$ cat config.mk
export PLATFORM = sky130hd
export DESIGN_NAME = lite16_control
export DESIGN_NICKNAME = d
export VERILOG_FILES = /design/src/rtl/lite16_control.sv
export SDC_FILE = /design/constraint.sdc
export NUM_CORES = 1
export LEC_CHECK = 0
export BUFFER_PORTS_ARGS = -buffer_cell sky130_fd_sc_hd__buf_2
export CORE_MARGIN = 4
export CORE_UTILIZATION = 55
export CTS_CLUSTER_DIAMETER = 40
export DETAILED_ROUTE_END_ITERATION = 12
export PLACE_DENSITY_LB_ADDON = 0.12
export SLEW_MARGIN = 20
export SYNTH_ARGS = -nofsm -noshare
export SYNTH_HDL_FRONTEND = slang
export SYNTH_SLANG_ARGS = --single-unit
$ cat constraint.sdc
create_clock -name clk -period 5.1 [get_ports clk]
set_clock_uncertainty 0.1 [all_clocks]
set_input_delay 1.02 -clock clk [delete_from_list [all_inputs] [get_ports clk]]
set_output_delay 1.02 -clock clk [all_outputs]
set_load 0.01 [all_outputs]
$ cat src/rtl/lite16_control.sv
// LITE-16 multi-cycle fetch/decode/execute controller.
// Owns the PC, sequences instruction/data memory handshakes and drives the ALU control word.
module lite16_control #(
  parameter logic [15:0] RESET_PC = 16'h0000,
  parameter logic [2:0]  LINK_REG = 3'd7
) (
  input  logic        clk,
  input  logic        rst_n,
  output logic        imem_req,
  output logic [15:0] imem_addr,
  input  logic        imem_ack,
  input  logic [15:0] imem_data,
  output logic        dmem_req,
  output logic        dmem_we,
  input  logic        dmem_ack,
  input  logic [15:0] rd_data,
  input  logic        cmp,
  output logic [2:0]  alu_codeop,
  output logic        alu_ri,
  output logic        alu_ld,
  output logic        alu_jmp,
  output logic        b_sel_imm,
  output logic [15:0] imm,
  output logic [2:0]  rs1_addr,
  output logic [2:0]  rs2_addr,
  output logic [2:0]  rd_addr,
  output logic        rf_we,
  output logic [15:0] pc,
  output logic        halted
);

  typedef enum logic [2:0] {
    StFetch,
    StDecode,
    StExec,
    StMem,
    StWb,
    StHalt
  } state_e;

  localparam logic [1:0] ClsR   = 2'b00;
  localparam logic [1:0] ClsRi  = 2'b01;
  localparam logic [1:0] ClsMem = 2'b10;
  localparam logic [1:0] ClsBr  = 2'b11;

  localparam logic [15:0] HaltWord = 16'hFFFF;

  state_e      r_state;
  logic [15:0] r_ir;
  logic [15:0] r_target;
  logic [15:0] r_pc;

  logic [1:0]  w_class;
  logic [2:0]  w_op;
  logic        w_is_ri;
  logic        w_is_mem;
  logic        w_is_br;
  logic        w_is_link;
  logic [15:0] w_pc_inc;

  assign w_class   = r_ir[15:14];
  assign w_op      = r_ir[13:11];
  assign w_is_ri   = (w_class == ClsRi);
  assign w_is_mem  = (w_class == ClsMem);
  assign w_is_br   = (w_class == ClsBr);
  assign w_is_link = w_is_br & w_op[2];
  assign w_pc_inc  = r_pc + 16'd1;

  always_ff @(posedge clk or negedge rst_n) begin
    if (!rst_n) begin
      r_state  <= StFetch;
      r_ir     <= '0;
      r_target <= '0;
      r_pc     <= RESET_PC;
    end else begin
      case (r_state)
        StFetch: begin
          if (imem_ack) begin
            r_ir    <= imem_data;
            r_state <= StDecode;
          end
        end
        StDecode: begin
          r_state <= (r_ir == HaltWord) ? StHalt : StExec;
        end
        StExec: begin
          case (w_class)
            ClsR, ClsRi: r_state <= StWb;
            ClsMem:      r_state <= StMem;
            default: begin
              if (cmp) begin
                // Target is captured here so a link into the same register uses the old value.
                r_target <= rd_data;
                if (w_is_link) begin
                  r_state <= StWb;
                end else begin
                  r_pc    <= rd_data;
                  r_state <= StFetch;
                end
              end else begin
                r_pc    <= w_pc_inc;
                r_state <= StFetch;
              end
            end
          endcase
        end
        StMem: begin
          if (dmem_ack) begin
            if (w_op[0]) begin
              r_pc    <= w_pc_inc;
              r_state <= StFetch;
            end else begin
              r_state <= StWb;
            end
          end
        end
        StWb: begin
          r_pc    <= w_is_br ? r_target : w_pc_inc;
          r_state <= StFetch;
        end
        StHalt: begin
          r_state <= StHalt;
        end
        default: begin
          r_state <= StFetch;
        end
      endcase
    end
  end

  // Request is masked by rst_n so it stays low while reset is held even though state is FETCH.
  assign imem_req  = (r_state == StFetch) & rst_n;
  assign imem_addr = r_pc;
  assign pc        = r_pc;
  assign dmem_req  = (r_state == StMem);
  assign dmem_we   = dmem_req & w_op[0];
  assign rf_we     = (r_state == StWb);
  assign alu_ld    = rf_we & w_is_mem;
  assign alu_jmp   = rf_we & w_is_br;
  assign halted    = (r_state == StHalt);

  always_comb begin
    alu_codeop = w_op;
    alu_ri     = w_is_ri;
    b_sel_imm  = w_is_ri | w_is_mem;
    imm        = '0;
    rs1_addr   = r_ir[7:5];
    rs2_addr   = r_ir[4:2];
    rd_addr    = r_ir[10:8];
    case (w_class)
      ClsRi: begin
        imm      = {8'h00, r_ir[7:0]};
        rs1_addr = '0;
        rs2_addr = '0;
      end
      ClsMem: begin
        imm        = {11'h000, r_ir[4:0]};
        alu_codeop = 3'b000;
      end
      default: begin
        imm = '0;
      end
    endcase
    if (alu_jmp) begin
      rd_addr = LINK_REG;
    end
  end

endmodule

=== Word-level counts from Yosys, hierarchy flattened ===
Index checks and enable logic that the tools add are counted.

* Reduce and logical (&&, ||, !) cells: 9
* Bitwise logic cells: 7
* Equal/unequal tests: 14
* Multiplexer cells: 20
* Add/subtract/negate cells: 1

{| class="wikitable"
|+ Operators with widths
! cell !! number
|-
| $mux W16 || 6
|-
| $pmux W16 S3 || 1
|-
| $mux W3 || 10
|-
| $add A16 B1 Y16 const B || 1
|-
| $eq A16 B16 Y1 const B || 1
|-
| $pmux W8 S2 || 1
|-
| $pmux W3 S5 || 1
|-
| $eq A3 B2 Y1 const B || 2
|-
| $eq A3 B3 Y1 const B || 2
|-
| $pmux W3 S2 || 1
|-
| $and A1 B1 Y1 || 5
|-
| $reduce_and A5 Y1 || 1
|-
| $eq A2 B2 Y1 const B || 2
|-
| $ne A2 B1 Y1 const B || 2
|-
| $ne A2 B2 Y1 const B || 2
|-
| $reduce_and A2 Y1 || 2
|-
| $eq A3 B1 Y1 const B || 1
|-
| $logic_not A3 Y1 || 1
|-
| $ne A3 B3 Y1 const B || 1
|-
| $reduce_and A3 Y1 || 1
|-
| $reduce_bool A3 Y1 || 1
|-
| $reduce_or A3 Y1 || 1
|-
| $eq A2 B1 Y1 const B || 1
|-
| $logic_not A2 Y1 || 1
|-
| 3 further kinds || 3
|}

* Input port bits: 37
* Register bits after elaboration: 51
* Logic and storage cells: 55

=== Longest topological paths before layout ===
* Depth in word-level cells: 6
* Gate-level depth with buffers: 8

=== Least setup slack after synthesis ===
No wires, ideal clock.

* Kind: flip-flop to output port
* From: register r_ir[14]
* To: output rd_addr[0]
* Setup slack: 2424 ps
* Cell stages (with the launch flop): 6
* Arrival time: 1556 ps
* Required time: 3980 ps
* Path through: dfrtp_1 > ha_1 > and4bb_2 > buf_2 > buf_2 > or2_2

* Word-level cells in the longest chain between the ends: 3

{| class="wikitable"
|+ Ends and longest elaborated chain
! element !! line !! text
|-
| start, declared || 49 || <nowiki>logic [15:0] r_ir;</nowiki>
|-
| start signal, assigned || 79 || <nowiki>r_ir <= imem_data;</nowiki>
|-
| $eq A2 B2 Y1 || 65 || <nowiki>assign w_is_br = (w_class == ClsBr);</nowiki>
|-
| $and A1 B1 Y1 || 139 || <nowiki>assign alu_jmp = rf_we & w_is_br;</nowiki>
|-
| net alu_jmp || 21 || <nowiki>output logic alu_jmp,</nowiki>
|-
| $mux W3 || 164 || <nowiki>if (alu_jmp) begin</nowiki>
|-
| end, declared || 26 || <nowiki>output logic [2:0] rd_addr,</nowiki>
|}

The timed path passes the listed nets, and every way through them passes these cells.

=== Worst setup path after layout ===
* From: register r_ir[15]
* To: output rd_addr[2]

* Word-level cells in the longest chain between the ends: 3

{| class="wikitable"
|+ Ends and longest elaborated chain
! element !! line
|-
| $eq A2 B2 Y1 || 65
|-
| $and A1 B1 Y1 || 139
|-
| $mux W3 || 164
|}

No other way between the ends.

==> impl_results.md <==
- Setup TNS: 0 ns
- Slew Limit Fails: 0
- Dpl ws: 2.31 ns
- CTS tree: yes
- Area leader, netlist: dfrtp_1
- Peak VDD IR: 332 µV
- Gpl congestion: 0.876
- WP data required: 3.98 ns
- Die H: 84.2 µm
- Clock Tree Root: clkbuf_8
- Ant diodes: 0
- Number of detailed-route iterations in the first pass: 5
- CTS HTree Levels: 2
- Share of layout cells above drive strength 1: 36.9%
- First-pass GRT wire length: roughly 12000 µm
- Routed Antenna Nets: 0
- Worst-Margin Slew: 0.816 ns
- Max-cap viol count: 0
- GRT Overall Usage: 21.1%
- Clock Pin Slew Worst Setup and Hold Paths: 0.09 ns
- Core area: 5570 µm²
- Die Area: 7090 µm²
- Hold Buf Count CTS: 0
- Setup repair bufs after CTS: 0
- WS Path Type: reg -> out
- Pin count of the biggest net entering global routing: 52
- Global route hottest layer: met2
- Final WS setup: 2.02 ns
- GRT Residual Overflow: 0
- Leakage power: 1.74 nW
- Ys flop type: dfrtp_1
- Fmax achieved: roughly 320 MHz
- PD cells: 600 nW/µm²
- Worst skew pair latency: 0.30 ns
- Worst hold path type: reg -> reg
- Initial core utilization: 57.3%
- CP max FO: 21
- Vias: around 2700
- Mean Syn Cell Area: just under 10 µm²
- Row Count: 27
- Post-DP HPWL: roughly 5400 µm
- Fin nets: 438
- Clk sinks: 51
- FF+latch count, synth: a little over 50
- Placed cell count: 460
- Period utilisation layout: about three fifths
- Post-cts resize count: 0
- DRC viols: 0
- Vias in the first global route: 2575
- Sequential element share of the synthesized area: 40.0%
- GR Util met2: 34.5%
- Startpoint types: flip-flop
- Layout area overhead: 13.2%
- Top cell type's share of synthesized area: 40.0%
- Met1 Resource Use GR: 27.7%
- Yosys cell types: 53
- Syn Inst Count: 324
- Final Non-Filler Cells: 468
- Io pins: about 110
- CP arrival: about 2 ns
- Die width: between 80 and 90 µm
- Met3 usage: 5.20%
- Initial antenna violation count: 0
- Wire length per cell: 15.8 µm
- Relative slew slack: between 40% and 50%
- RSZ-0062 raised after global routing: false
- Nature of the critical path endpoint: output pin
- Final Hold Viols: 0
- Area contributors post-synth: dfrtp_1 40%, mux2_2 10%, buf_4 5.9%, o21ai_0 4.1%, a22o_1 3.0%
- Status: complete, no violations
- Final WL: 7420 µm
- Final Setup Violations: 0
- Clock Tree Buf Depth: 2
- 1st-iter DRT viols: 183
- Post-synth EDFFs: 0
- Total number of yosys warnings: 0
- Synthesized cell area: roughly 3200 µm²
- PortBufs: between 90 and 100
- Routed vias/inst: ~5.7
- Num CTS Buffers: 5
- Post-synth ARST share: 100%
- Post-layout minimum cycle time: 3.08 ns
final timing paths:
kind / startpoint / end / slack, ns / cells past startpoint
max reg2reg: r_state[2]$_DFFE_PN0P_ / imem_addr[15]$_DFFE_PN0P_ / 2.50 / 7
min reg2reg: r_target[7]$_DFFE_PN0P_ / r_target[7]$_DFFE_PN0P_ / 0.39 / 2
max in group asynchronous: rst_n / r_state[2]$_DFFE_PN0P_ / 3.69 / 2
min in group asynchronous: rst_n / r_state[1]$_DFFE_PN0P_ / 0.74 / 2
min: r_target[7]$_DFFE_PN0P_ / r_target[7]$_DFFE_PN0P_ / 0.39 / 2
max: r_ir[15]$_DFFE_PN0P_ / rd_addr[2] / 2.02 / 4
power by group:
part           internal [W]  total [W]  switching [W]
clock              0.000111   0.000244       0.000133
combinational      0.000520    0.00109       0.000566
sequential         0.000602   0.000840       0.000239
total               0.00123    0.00217       0.000937
layer usage:
| layer | wire (µm) | up-vias |
|---|---|---|
| li1 | - | 1296 |
| met1 | 3320 | 1282 |
| met2 | 3480 | 91 |
| met3 | 537 | 8 |
| met4 | 75 | 0 |
| met5 | 0 | - |
worst max-delay path, cell delays in order, from the launching register on:
cell      delay, ns
dfrtp_1        0.40
ha_1           0.32
and4bb_2       0.60
or2_2          0.20
buf_2          0.12
placed cells by master, fill, tap and decap left out, types with 10 or more instances in the layout:
cell type / instances
nor2_1: 10
a22o_1: 11
and2_1: 14
mux2_2: 29
nand2_1: 15
buf_2: 97
inv_1: 11
dfrtp_1: 51
nor2b_1: 15
o21ai_0: 26
a22oi_1: 12
cell usage after synthesis (all sizes together), types with 3 or more instances:
cell,instances
a22o,11
dfrtp,51
nand2,16
buf,37
a22oi,12
nor3,6
inv,11
mux2,29
nand2b,4
ha,6
nor2b,15
and3,3
a21oi,9
nand3,7
nor2,10
a211oi,4
a221oi,3
or2,4
nand4,7
clkbuf,4
and2,14
o21ai,27
o31ai,6
cell type report:
type | count | area (µm²)
clock buffer | 7 | 86.3
clock inverter | 1 | 8.76
fill | 489 | 1960
inverter | 12 | 46.3
multi-input combinational | 227 | 1620
sequential | 51 | 1280
tap | 72 | 90.1
timing repair buffer | 98 | 493
state kept, by name, summed over array words and instances, names as in the netlist:
register / flops
r_state: 3
r_target: 16
imem_addr: 16
r_ir: 16
cell families after synthesis:
| group | synth area share [%] |
|---|---|
| multiplexers | 10.2 |
| AND/OR/NAND/NOR | 17.2 |
| other | 0.117 |
| AO/OA/AOI/OAI | 19.3 |
| flip-flops | 40.0 |
| buffers and inverters | 10.3 |
| XOR/XNOR | 0.548 |
| adder cells (fa/ha/maj) | 2.35 |
per-stage QoR:
step / hold WS [ns] / area, µm² / util (%) / total power [W]
2_1_floorplan: 0.350 / 3220 / - / 0.00165
3_3_place_gp: 0.376 / 3520 / 63.2 / 0.00191
3_5_place_dp: 0.381 / 3520 / 63.2 / 0.00194
4_1_cts: 0.400 / 3620 / 64.9 / 0.00219
5_1_grt: 0.432 / 3620 / 64.9 / 0.00234
6_report: 0.394 / 3620 / 64.9 / 0.00217
Power figures use the tool's default switching activity.
